`src/rtl/ctrl_pipe_unit.sv`:
```
// ---------------------------------------------------------------------------
// ctrl_pipe_unit
// Pipelined MIPS control decoder. Decodes the ID-stage instruction and
// registers the control bundle and register fields into the ID/EX register.
// Also detects load-use hazards (stall request), squashes the wrong path
// after a taken branch, holds the ID/EX register under a downstream stall,
// flags illegal instructions and counts inserted bubbles (saturating).
//
// Ports
//   clk, rst_n          rising-edge clock, asynchronous active-low reset
//   instr_valid         instcode carries a real instruction
//   instcode            ID-stage instruction
//   branch_taken        branch resolved taken this cycle
//   ex_stall            downstream stall, hold the ID/EX register
//   validE              ID/EX entry is a real instruction
//   regWriteE..branchE  registered control bits
//   ALUcontrolE         registered ALU control
//   rsE, rtE, rdE       registered register fields
//   stall_f             combinational request to hold PC and IF/ID
//   flushing            squashing the wrong path after a taken branch
//   illegal_op          one-cycle pulse for an undecodable valid instruction
//   bubble_cnt          saturating count of bubbles loaded into ID/EX
// ---------------------------------------------------------------------------
module ctrl_pipe_unit #(
   parameter int INST_W       = 32,
   parameter int REG_A_W      = 5,
   parameter int ALUC_W       = 2,
   parameter int FLUSH_CYCLES = 1,
   parameter int CNT_W        = 16
) (
   input  logic               clk,
   input  logic               rst_n,
   input  logic               instr_valid,
   input  logic [INST_W-1:0]  instcode,
   input  logic               branch_taken,
   input  logic               ex_stall,
   output logic               validE,
   output logic               regWriteE,
   output logic               regDstE,
   output logic               memWriteE,
   output logic               aluSrcE,
   output logic               memtoRegE,
   output logic               branchE,
   output logic [ALUC_W-1:0]  ALUcontrolE,
   output logic [REG_A_W-1:0] rsE,
   output logic [REG_A_W-1:0] rtE,
   output logic [REG_A_W-1:0] rdE,
   output logic               stall_f,
   output logic               flushing,
   output logic               illegal_op,
   output logic [CNT_W-1:0]   bubble_cnt
);

   localparam logic [5:0] OP_RTYPE = 6'b000000;
   localparam logic [5:0] OP_LW    = 6'b100011;
   localparam logic [5:0] OP_SW    = 6'b101011;
   localparam logic [5:0] OP_ADDI  = 6'b001000;
   localparam logic [5:0] OP_BEQ   = 6'b000100;
   localparam logic [5:0] OP_BNE   = 6'b000101;
   localparam logic [5:0] FN_ADD   = 6'b100000;
   localparam logic [5:0] FN_SUB   = 6'b100010;
   localparam logic [3:0] FCNT_INIT = 4'(FLUSH_CYCLES - 1);

   typedef enum logic {RUN = 1'b0, FLUSH = 1'b1} state_t;
   typedef enum logic [1:0] {ACT_BUBBLE, ACT_LOAD, ACT_HOLD} act_t;

   state_t state, state_nxt;
   act_t   act;
   logic [3:0] fcnt, fcnt_nxt;
   logic   illegal_nxt;
   logic   run_rules;
   logic   hazard;

   // ---- stage p0: ID-stage decode ----
   logic [5:0]         op_p0, funct_p0;
   logic [REG_A_W-1:0] rs_p0, rt_p0, rd_p0;
   logic               rw_p0, rdst_p0, mw_p0, as_p0, mr_p0, br_p0;
   logic [1:0]         alu_p0;
   logic               legal_p0, uses_rt_p0;
   logic               unused_bits;

   assign op_p0       = instcode[INST_W-1 -: 6];
   assign funct_p0    = instcode[5:0];
   assign rs_p0       = instcode[21 +: REG_A_W];
   assign rt_p0       = instcode[16 +: REG_A_W];
   assign rd_p0       = instcode[11 +: REG_A_W];
   assign unused_bits = ^instcode;

   always_comb begin
      rw_p0      = 1'b0;
      rdst_p0    = 1'b0;
      mw_p0      = 1'b0;
      as_p0      = 1'b0;
      mr_p0      = 1'b0;
      br_p0      = 1'b0;
      alu_p0     = 2'b00;
      legal_p0   = 1'b0;
      uses_rt_p0 = 1'b0;
      case (op_p0)
         OP_LW: begin
            rw_p0 = 1'b1; as_p0 = 1'b1; mr_p0 = 1'b1; legal_p0 = 1'b1;
         end
         OP_SW: begin
            mw_p0 = 1'b1; as_p0 = 1'b1; legal_p0 = 1'b1; uses_rt_p0 = 1'b1;
         end
         OP_RTYPE: begin
            uses_rt_p0 = 1'b1;
            if (funct_p0 == FN_ADD) begin
               rw_p0 = 1'b1; rdst_p0 = 1'b1; legal_p0 = 1'b1;
            end else if (funct_p0 == FN_SUB) begin
               rw_p0 = 1'b1; rdst_p0 = 1'b1; alu_p0 = 2'b01; legal_p0 = 1'b1;
            end
         end
         OP_ADDI: begin
            rw_p0 = 1'b1; as_p0 = 1'b1; legal_p0 = 1'b1;
         end
         OP_BEQ: begin
            br_p0 = 1'b1; alu_p0 = 2'b10; legal_p0 = 1'b1; uses_rt_p0 = 1'b1;
         end
         OP_BNE: begin
            br_p0 = 1'b1; alu_p0 = 2'b11; legal_p0 = 1'b1; uses_rt_p0 = 1'b1;
         end
         default: ;
      endcase
   end

   // A load in EX whose destination feeds the ID instruction must be
   // separated by one bubble. $0 never creates a dependency.
   assign hazard = validE & memtoRegE & instr_valid
                 & ((rtE == rs_p0) | (uses_rt_p0 & (rtE == rt_p0)))
                 & (rtE != '0);

   assign stall_f  = (hazard & (state == RUN)) | ex_stall;
   assign flushing = (state == FLUSH);

   // Action selection. The last FLUSH cycle (counter at 0) already holds
   // the branch target in ID, so that edge is resolved with the RUN rules;
   // this makes the squash exactly FLUSH_CYCLES bubbles long.
   always_comb begin
      state_nxt   = state;
      fcnt_nxt    = fcnt;
      act         = ACT_BUBBLE;
      illegal_nxt = 1'b0;
      run_rules   = 1'b0;
      case (state)
         RUN: run_rules = 1'b1;
         FLUSH: begin
            if (branch_taken) begin
               fcnt_nxt = FCNT_INIT;
            end else if (fcnt == 4'd0) begin
               state_nxt = RUN;
               run_rules = 1'b1;
            end else begin
               fcnt_nxt = fcnt - 4'd1;
            end
         end
         default: ;
      endcase
      if (run_rules) begin
         if (branch_taken) begin
            state_nxt = FLUSH;
            fcnt_nxt  = FCNT_INIT;
         end else if (ex_stall) begin
            act = ACT_HOLD;
         end else if (hazard) begin
            act = ACT_BUBBLE;
         end else if (instr_valid && !legal_p0) begin
            illegal_nxt = 1'b1;
         end else if (instr_valid) begin
            act = ACT_LOAD;
         end
      end
   end

   always_ff @(posedge clk or negedge rst_n) begin
      if (!rst_n) begin
         state <= RUN;
         fcnt  <= 4'd0;
      end else begin
         state <= state_nxt;
         fcnt  <= fcnt_nxt;
      end
   end

   // ---- stage p1: ID/EX register ----
   always_ff @(posedge clk or negedge rst_n) begin
      if (!rst_n) begin
         validE      <= 1'b0;
         regWriteE   <= 1'b0;
         regDstE     <= 1'b0;
         memWriteE   <= 1'b0;
         aluSrcE     <= 1'b0;
         memtoRegE   <= 1'b0;
         branchE     <= 1'b0;
         ALUcontrolE <= '0;
         rsE         <= '0;
         rtE         <= '0;
         rdE         <= '0;
         illegal_op  <= 1'b0;
         bubble_cnt  <= '0;
      end else begin
         illegal_op <= illegal_nxt;
         case (act)
            ACT_LOAD: begin
               validE      <= 1'b1;
               regWriteE   <= rw_p0;
               regDstE     <= rdst_p0;
               memWriteE   <= mw_p0;
               aluSrcE     <= as_p0;
               memtoRegE   <= mr_p0;
               branchE     <= br_p0;
               ALUcontrolE <= ALUC_W'(alu_p0);
               rsE         <= rs_p0;
               rtE         <= rt_p0;
               rdE         <= rd_p0;
            end
            ACT_BUBBLE: begin
               validE      <= 1'b0;
               regWriteE   <= 1'b0;
               regDstE     <= 1'b0;
               memWriteE   <= 1'b0;
               aluSrcE     <= 1'b0;
               memtoRegE   <= 1'b0;
               branchE     <= 1'b0;
               ALUcontrolE <= '0;
               rsE         <= '0;
               rtE         <= '0;
               rdE         <= '0;
               if (bubble_cnt != '1)
                  bubble_cnt <= bubble_cnt + CNT_W'(1);
            end
            default: ;
         endcase
      end
   end

endmodule
```
`config.mk`:
```
export PLATFORM = sky130hd
export DESIGN_NAME = ctrl_pipe_unit
export DESIGN_NICKNAME = d
export VERILOG_FILES = /design/src/rtl/ctrl_pipe_unit.sv
export SDC_FILE = /design/constraint.sdc
export NUM_CORES = 1
export LEC_CHECK = 0
export ABC_AREA = 1
export CAP_MARGIN = 20
export CORE_ASPECT_RATIO = 0.6
export CORE_UTILIZATION = 43
export CTS_BUF_LIST = sky130_fd_sc_hd__clkbuf_4
export DETAILED_ROUTE_END_ITERATION = 10
export PLACE_DENSITY = 0.88
export SLEW_MARGIN = 20
export SYNTH_ARGS = -nofsm -noshare
export SYNTH_HDL_FRONTEND = slang
export SYNTH_SLANG_ARGS = --single-unit
```
`constraint.sdc`:
```
create_clock -name clk -period 1.7 [get_ports clk]
set_clock_uncertainty 0.1 [all_clocks]
set_input_delay 0.51 -clock clk [delete_from_list [all_inputs] [get_ports clk]]
set_output_delay 0.51 -clock clk [all_outputs]
set_load 0.02 [all_outputs]
```
==> results_dict.tcl <==
set metrics [dict create \
    status "finished with violations" \
    violations "negative setup slack" \
    final_common_cell "nand2_1" \
    antenna_found_initial 0 \
    ys_seq_area_share_pct 45.4 \
    cp.arrival_ps 1740 \
    start_util_pct 45.1 \
    wl_um 9320 \
    regArea_um2 1160 \
    die_area_um2 6220 \
    cts-buffers-inserted 5 \
    rows 21 \
    synth_area_per_cell_um2 7.78 \
    worstMarginPinSlew_ps 460 \
    hp-class "input pin to flip-flop" \
    wire_per_inst_um 16.6 \
    synth_warnings 0 \
    start_kind "input pin" \
    rsz0062_at_grt "yes" \
    crit_required_ps 1090 \
    grt_pass1_wl_um 13600 \
    chipHeight_um 61.5 \
    drive_gt1_share_pct 38.7 \
    clockBufferDepth 2 \
    drtIter0Drc 252 \
    n_antenna_cell 0 \
    multi_input_area_um2 1290 \
    clock_latency_ps 380 \
    final_antenna_net_count 0 \
    port-buffer-count 74 \
    h-tree-depth 2 \
    layout_common_cells "74 x nand2_1, 63 x buf_4, 48 x inv_1, 39 x dfrtp_1, 25 x nor2_1" \
    powerDensity_nw_per_um2 804 \
    cts_sinks 46 \
    fmax_mhz 426 \
    drcViolationCount 0 \
    ys_types 30 \
    setup_ws_ps -646 \
    crit_path_max_fanout 2 \
    vias 3020 \
    grt_use_total_pct 29.3 \
    synth-seq-cells 46 \
    fin_crit_ps 2350 \
    critPathCaptureType "output port" \
    clk_pin_slew_ps 140 \
    slew_headroom_pct 69.1 \
    overflow 0 \
    synthToLayoutAreaGrowth_pct 67.2 \
    cts_tree "built" \
    root_buffer "clkbuf_4" \
    synth_nets 365 \
    firstDrtPassIters 5 \
    place_congestion 0.852 \
    core-area_um2 5620 \
    setup_viol 44 \
    dp_hpwl_um 5530 \
    slew_violations 0 \
    tns_ps -9250 \
    grt_pass1_vias 2859 \
    cap_violations 0 \
    max-vdd-ir-drop_uv 837 \
    preCtsSetupSlack_ps -1350 \
    grt_max_degree 24 \
    synth.cell_area_um2 2540 \
    critPathKind "input pin to output port" \
    syn_inst 326 \
    power_leakage_nw 2.15 \
    die-width_um 101 \
    vias_per_cell 5.38 \
    final-hold-violation-count 0 \
    fillerInstances 362 \
    fin_crit_sh_pct 138 \
    io_pins 80 \
    nets 519 \
]
==> power breakdown <==
part	switching [W]	internal [W]	total, W	leakage (nW)
registers	0.000116	0.00121	0.00133	0.619
clock network	0.000392	0.000454	0.000846	0.0528
logic	0.000659	0.000581	0.00124	1.48
==> cells in the mapped netlist <==
cell	number	area [um2]
buf_6	3	33.8
dfrtp_1	46	1150
o22ai_1	9	56.3
nor2_2	2	12.5
nor3_1	1	5.00
nand3_1	24	120
or2_1	1	6.26
xnor2_1	6	52.6
nand3_2	2	20.0
inv_2	1	3.75
nor2_1	29	109
a21oi_1	1	5.00
ha_1	2	25.0
buf_2	1	5.00
o21ai_2	2	17.5
clkbuf_1	5	18.8
nand2_1	81	304
inv_4	1	6.26
nand2_8	1	20.0
xor2_1	8	70.1
inv_1	54	203
a21boi_0	1	7.51
nand4_1	20	125
nor4_1	2	12.5
o21bai_1	1	7.51
nand2_2	2	12.5
nor2_4	2	22.5
o21ai_0	15	75.1
buf_8	1	15.0
a22oi_1	2	15.0
==> through the flow <==
step	instances	utilization [%]	hold WS (ps)	cell area (um2)	power, W
after detailed placement	524	67.9	353	3820	0.00243
after global placement	524	67.9	355	3820	0.00237
final	561	75.4	320	4240	0.00341
after global routing	561	75.4	346	4240	0.00355
after CTS	559	76.3	431	4290	0.00329
after floorplan	326	-	114	2610	0.00186
==> kinds of logic (layout without fill, tap and decap cells) <==
logic type	after synthesis	in the layout	synth area share (%)
adder cells (fa/ha/maj)	2	2	0.986
AO/OA/AOI/OAI	31	31	7.25
buffers and inverters	66	220	11.2
XOR/XNOR	14	14	4.83
AND/OR/NAND/NOR	167	168	30.3
flip-flops	46	46	45.4
==> area by class of cell <==
class                   instances  share of cell area (%)
repair buffers                155                    31.8
flip-flops and latches         46                    27.3
well taps                      80                    2.36
repair inverters                1                   0.265
multi-input cells             215                    30.4
clock buffers                   5                   0.885
clock inverters                 3                    1.50
inverters                      56                    5.43
==> worst max-delay path: stages <==
cell and delay (ps):
clkdlybuf4s50_1 530, nand3_1 100, o21bai_1 170, inv_1 100
nand2_4 60, o21ai_4 130, buf_6 130
==> flip-flops by register name (all words and copies together), names as in the netlist, 2 cells and up <==
name / cells
rdE: 5
bubble_cnt: 16
rtE: 5
fcnt: 4
ALUcontrolE: 2
rsE: 5
==> path summary, 6_finish.rpt <==
check	startpoint	to	slack [ps]	depth (start not counted)
max reg2reg	fcnt[0]	bubble_cnt[6]	-350	11
max	instr_valid	stall_f	-650	7
max in group asynchronous	rst_n	flushing	440	3
min in group asynchronous	rst_n	bubble_cnt[11]	460	2
min	instcode[23]	rsE[2]	320	3
min reg2reg	ALUcontrolE[1]	ALUcontrolE[1]	430	2
==> routing by layer <==
layer,up-vias,wire [um],global-route usage (%)
li1,1351,-,-
met1,1426,3780,37.4
met2,199,4380,48.6
met3,44,799,7.15
met4,0,355,12.6
met5,-,0,0
==> repair_timing <==
| action | 4_1_cts | 5_1_grt |
|---|---|---|
| gates cloned | 4 | 0 |
| hold buffers | 1 | 0 |
| pin swaps | 24 | 7 |
| hold endpoints to repair | 13 | 0 |
| buffers inserted | 24 | 5 |
| gates resized for setup | 182 | 62 |
| endpoints found under the setup margin | 84 | 80 |
No activity file was read; power rests on OpenSTA's default activity.
==> RTL change, RTL diff (same settings) <==
Change the parameter `ALUC_W` from 2 to 4.
--- a/src/rtl/ctrl_pipe_unit.sv
+++ b/src/rtl/ctrl_pipe_unit.sv
@@ -24,7 +24,7 @@
 module ctrl_pipe_unit #(
    parameter int INST_W       = 32,
    parameter int REG_A_W      = 5,
-   parameter int ALUC_W       = 2,
+   parameter int ALUC_W       = 4,
    parameter int FLUSH_CYCLES = 1,
    parameter int CNT_W        = 16
 ) (
Ports: changed (resized ALUcontrolE); port bits go from 80 to 82. The function was not compared with the original's and may differ.
==> RTL change against the original RTL <==
- the flow still finishes with violations (negative setup slack)
- worst setup slack worse by 22 ps
- critical path depth up 2
- final area up 2.2%
- power down 10%
- count of clock-buffer cells in the layout unchanged
- sequential cell count unchanged
- area after synthesis up 0.49%
- wire length down 6.0%
- highest routed layer unchanged
==> RTL change: results (changes against the original RTL) <==
place:
  gp_congestion: 0.874  # was 0.852
  port_buffers: 74  # unchanged
  dpl.cell_count: 522  # was 524
  dp_hpwl_mm: 5.44  # was 5.53 mm
power_and_ir_drop:
  vdd.ir_drop.worst_uv: 345  # was 837 uV
  swShare_pct: 37.8  # was 34.2%
  leakagePower_nw: 2.21  # was 2.15 nW
drt:
  wl_per_cell_um: 15.7  # was 16.6 um
  drt_iter0_drc: 129  # was 252
  firstDrtPassIters: 6  # was 5
  viasPerCell: 5.19  # was 5.38
clock_network:
  clkSlewWorstSetupHoldPaths_ps: 140  # about the same
  clk-insertion-delay-late_ps: 360  # was 380 ps
  h-tree-depth: 2  # unchanged
yosys:
  synth_cell_types: 31  # was 30
  yosys-top-cells-count: "nand2_1, inv_1, dfrtp_1, nand4_1, nor2_1"  # was nand2_1, inv_1, dfrtp_1, nor2_1, nand3_1
  synth_area_leaders: "dfrtp_1, nand2_1, inv_1"  # unchanged
  ys_seq_area_share_pct: 45.1  # was 45.4%
  avgSynthCellArea_um2: 7.87  # was 7.78 um2
  synthArstFlopShare_pct: 100  # unchanged
critical_path:
  cp.arrival_ps: 1760  # was 1740 ps
  timing.rr.start: "rtE[0]"  # was fcnt[0]
  worst_r2r_endpoint: "bubble_cnt[9]"  # was bubble_cnt[6]
  crit_fanout: 4  # was 2
  r2r_cells: 14  # was 11
  reg2reg_slack_ps: -390  # was -350 ps
timing:
  finalSetupViolCount: 46  # was 44
  setup_slack_ps: -668  # was -646 ps
  setup_tns_ps: -13740  # was -9250 ps
layout:
  largest_reg_flops: 16  # unchanged
  fin_cells: 559  # was 561
  diodes: 0  # unchanged
  top_register: "bubble_cnt"  # unchanged
  drive_gt1_share_pct: 46.3  # was 38.7%
global_routing:
  grt_max_degree: 47  # was 24
  grt_pass1_wl_mm: 13.1  # was 13.6 mm
  track_usage_pct: 27.7  # was 29.3%
  first_global_vias: 2760  # was 2,859
status:
  status: "complete, but fails checks"  # unchanged
  violations: "negative setup slack"  # unchanged
hold_path:
  hp-class: "in2async"  # was in2reg
[RTL change: layout make-up]
class | count | area, um2
Timing Repair Buffer | 155 | 1320
Clock inverter | 3 | 11.3
Inverter | 56 | 230
Multi-Input combinational cell | 213 | 1460
Clock buffer | 5 | 37.5
Timing Repair inverter | 1 | 11.3
Tap cell | 80 | 100
Fill cell | 387 | 1320
Sequential cell | 46 | 1160
[RTL change: cells by family (layout without fill, tap and decap cells)]
logic type | Yosys count | in the layout | synth area share (%)
compound gates | 33 | 33 | 8.00
flops | 46 | 46 | 45.1
fa+ha+maj | 2 | 2 | 0.981
simple gates | 161 | 163 | 29.6
other cells | 1 | 2 | 0.147
buf+inv | 68 | 220 | 11.6
xor+xnor | 13 | 13 | 4.47
[RTL change: worst max path at each step]
stage | cells past startpoint | start | end | slack, ps
CTS | 10 | rtE[3] | stall_f | -550
global route | 9 | rtE[0] | stall_f | -780
global placement | 10 | instcode[29] | stall_f | -1320
floorplan | 8 | instcode[29] | stall_f | -120
detailed placement | 10 | instcode[29] | stall_f | -1380
finish | 9 | rtE[0] | stall_f | -670
[RTL change: timing repair]
| action | 4_1_cts | 5_1_grt |
|---|---|---|
| cloned | 4 | 1 |
| setup endpoints to repair | 84 | 80 |
| buffers inserted | 20 | 7 |
| pin swaps | 25 | 17 |
| hold endpoints to repair | 0 | 0 |
| gates resized for setup | 217 | 83 |
[RTL change: power by group through the flow]
stage	Sequential [mW]	Combinational [mW]	Clock [mW]
6_report	1.32	1.23	0.515
5_1_grt	1.33	1.33	0.559
4_1_cts	1.31	1.19	0.514
3_5_place_dp	1.33	1.15	0
3_3_place_gp	1.33	1.11	0
2_1_floorplan	1.44	0.439	0
[RTL change: worst max-delay path, cell delays in order (launching register included)]
cell	delay, ps
dfrtp_2	450
inv_1	80
nand2_1	80
nand2_1	90
a21oi_1	150
nand3_1	120
nand2_2	110
nand2_4	60
o21ai_4	120
buf_6	130
[RTL change: layer usage]
metal | up-vias | track usage [%] | part of all wire, %
li1 | 1359 | - | -
met2 | 138 | 48.8 | 49
met4 | 0 | 6.83 | 1.3
met1 | 1387 | 35.3 | 42
met5 | - | 0 | 0
met3 | 16 | 6.70 | 7.5
[RTL change: stage by stage]
stage / worst slack, ps / hold WS [ps] / area (um2) / util [%]
final: -668 / 5.10 / 4330 / 76.7
after CTS: -554 / 11.9 / 4280 / 75.8
after floorplan: -123 / 114 / 2610 / -
after detailed placement: -1380 / 413 / 3840 / 68.0
after global placement: -1320 / 399 / 3840 / 68.0
after global routing: -781 / 13.7 / 4330 / 76.7
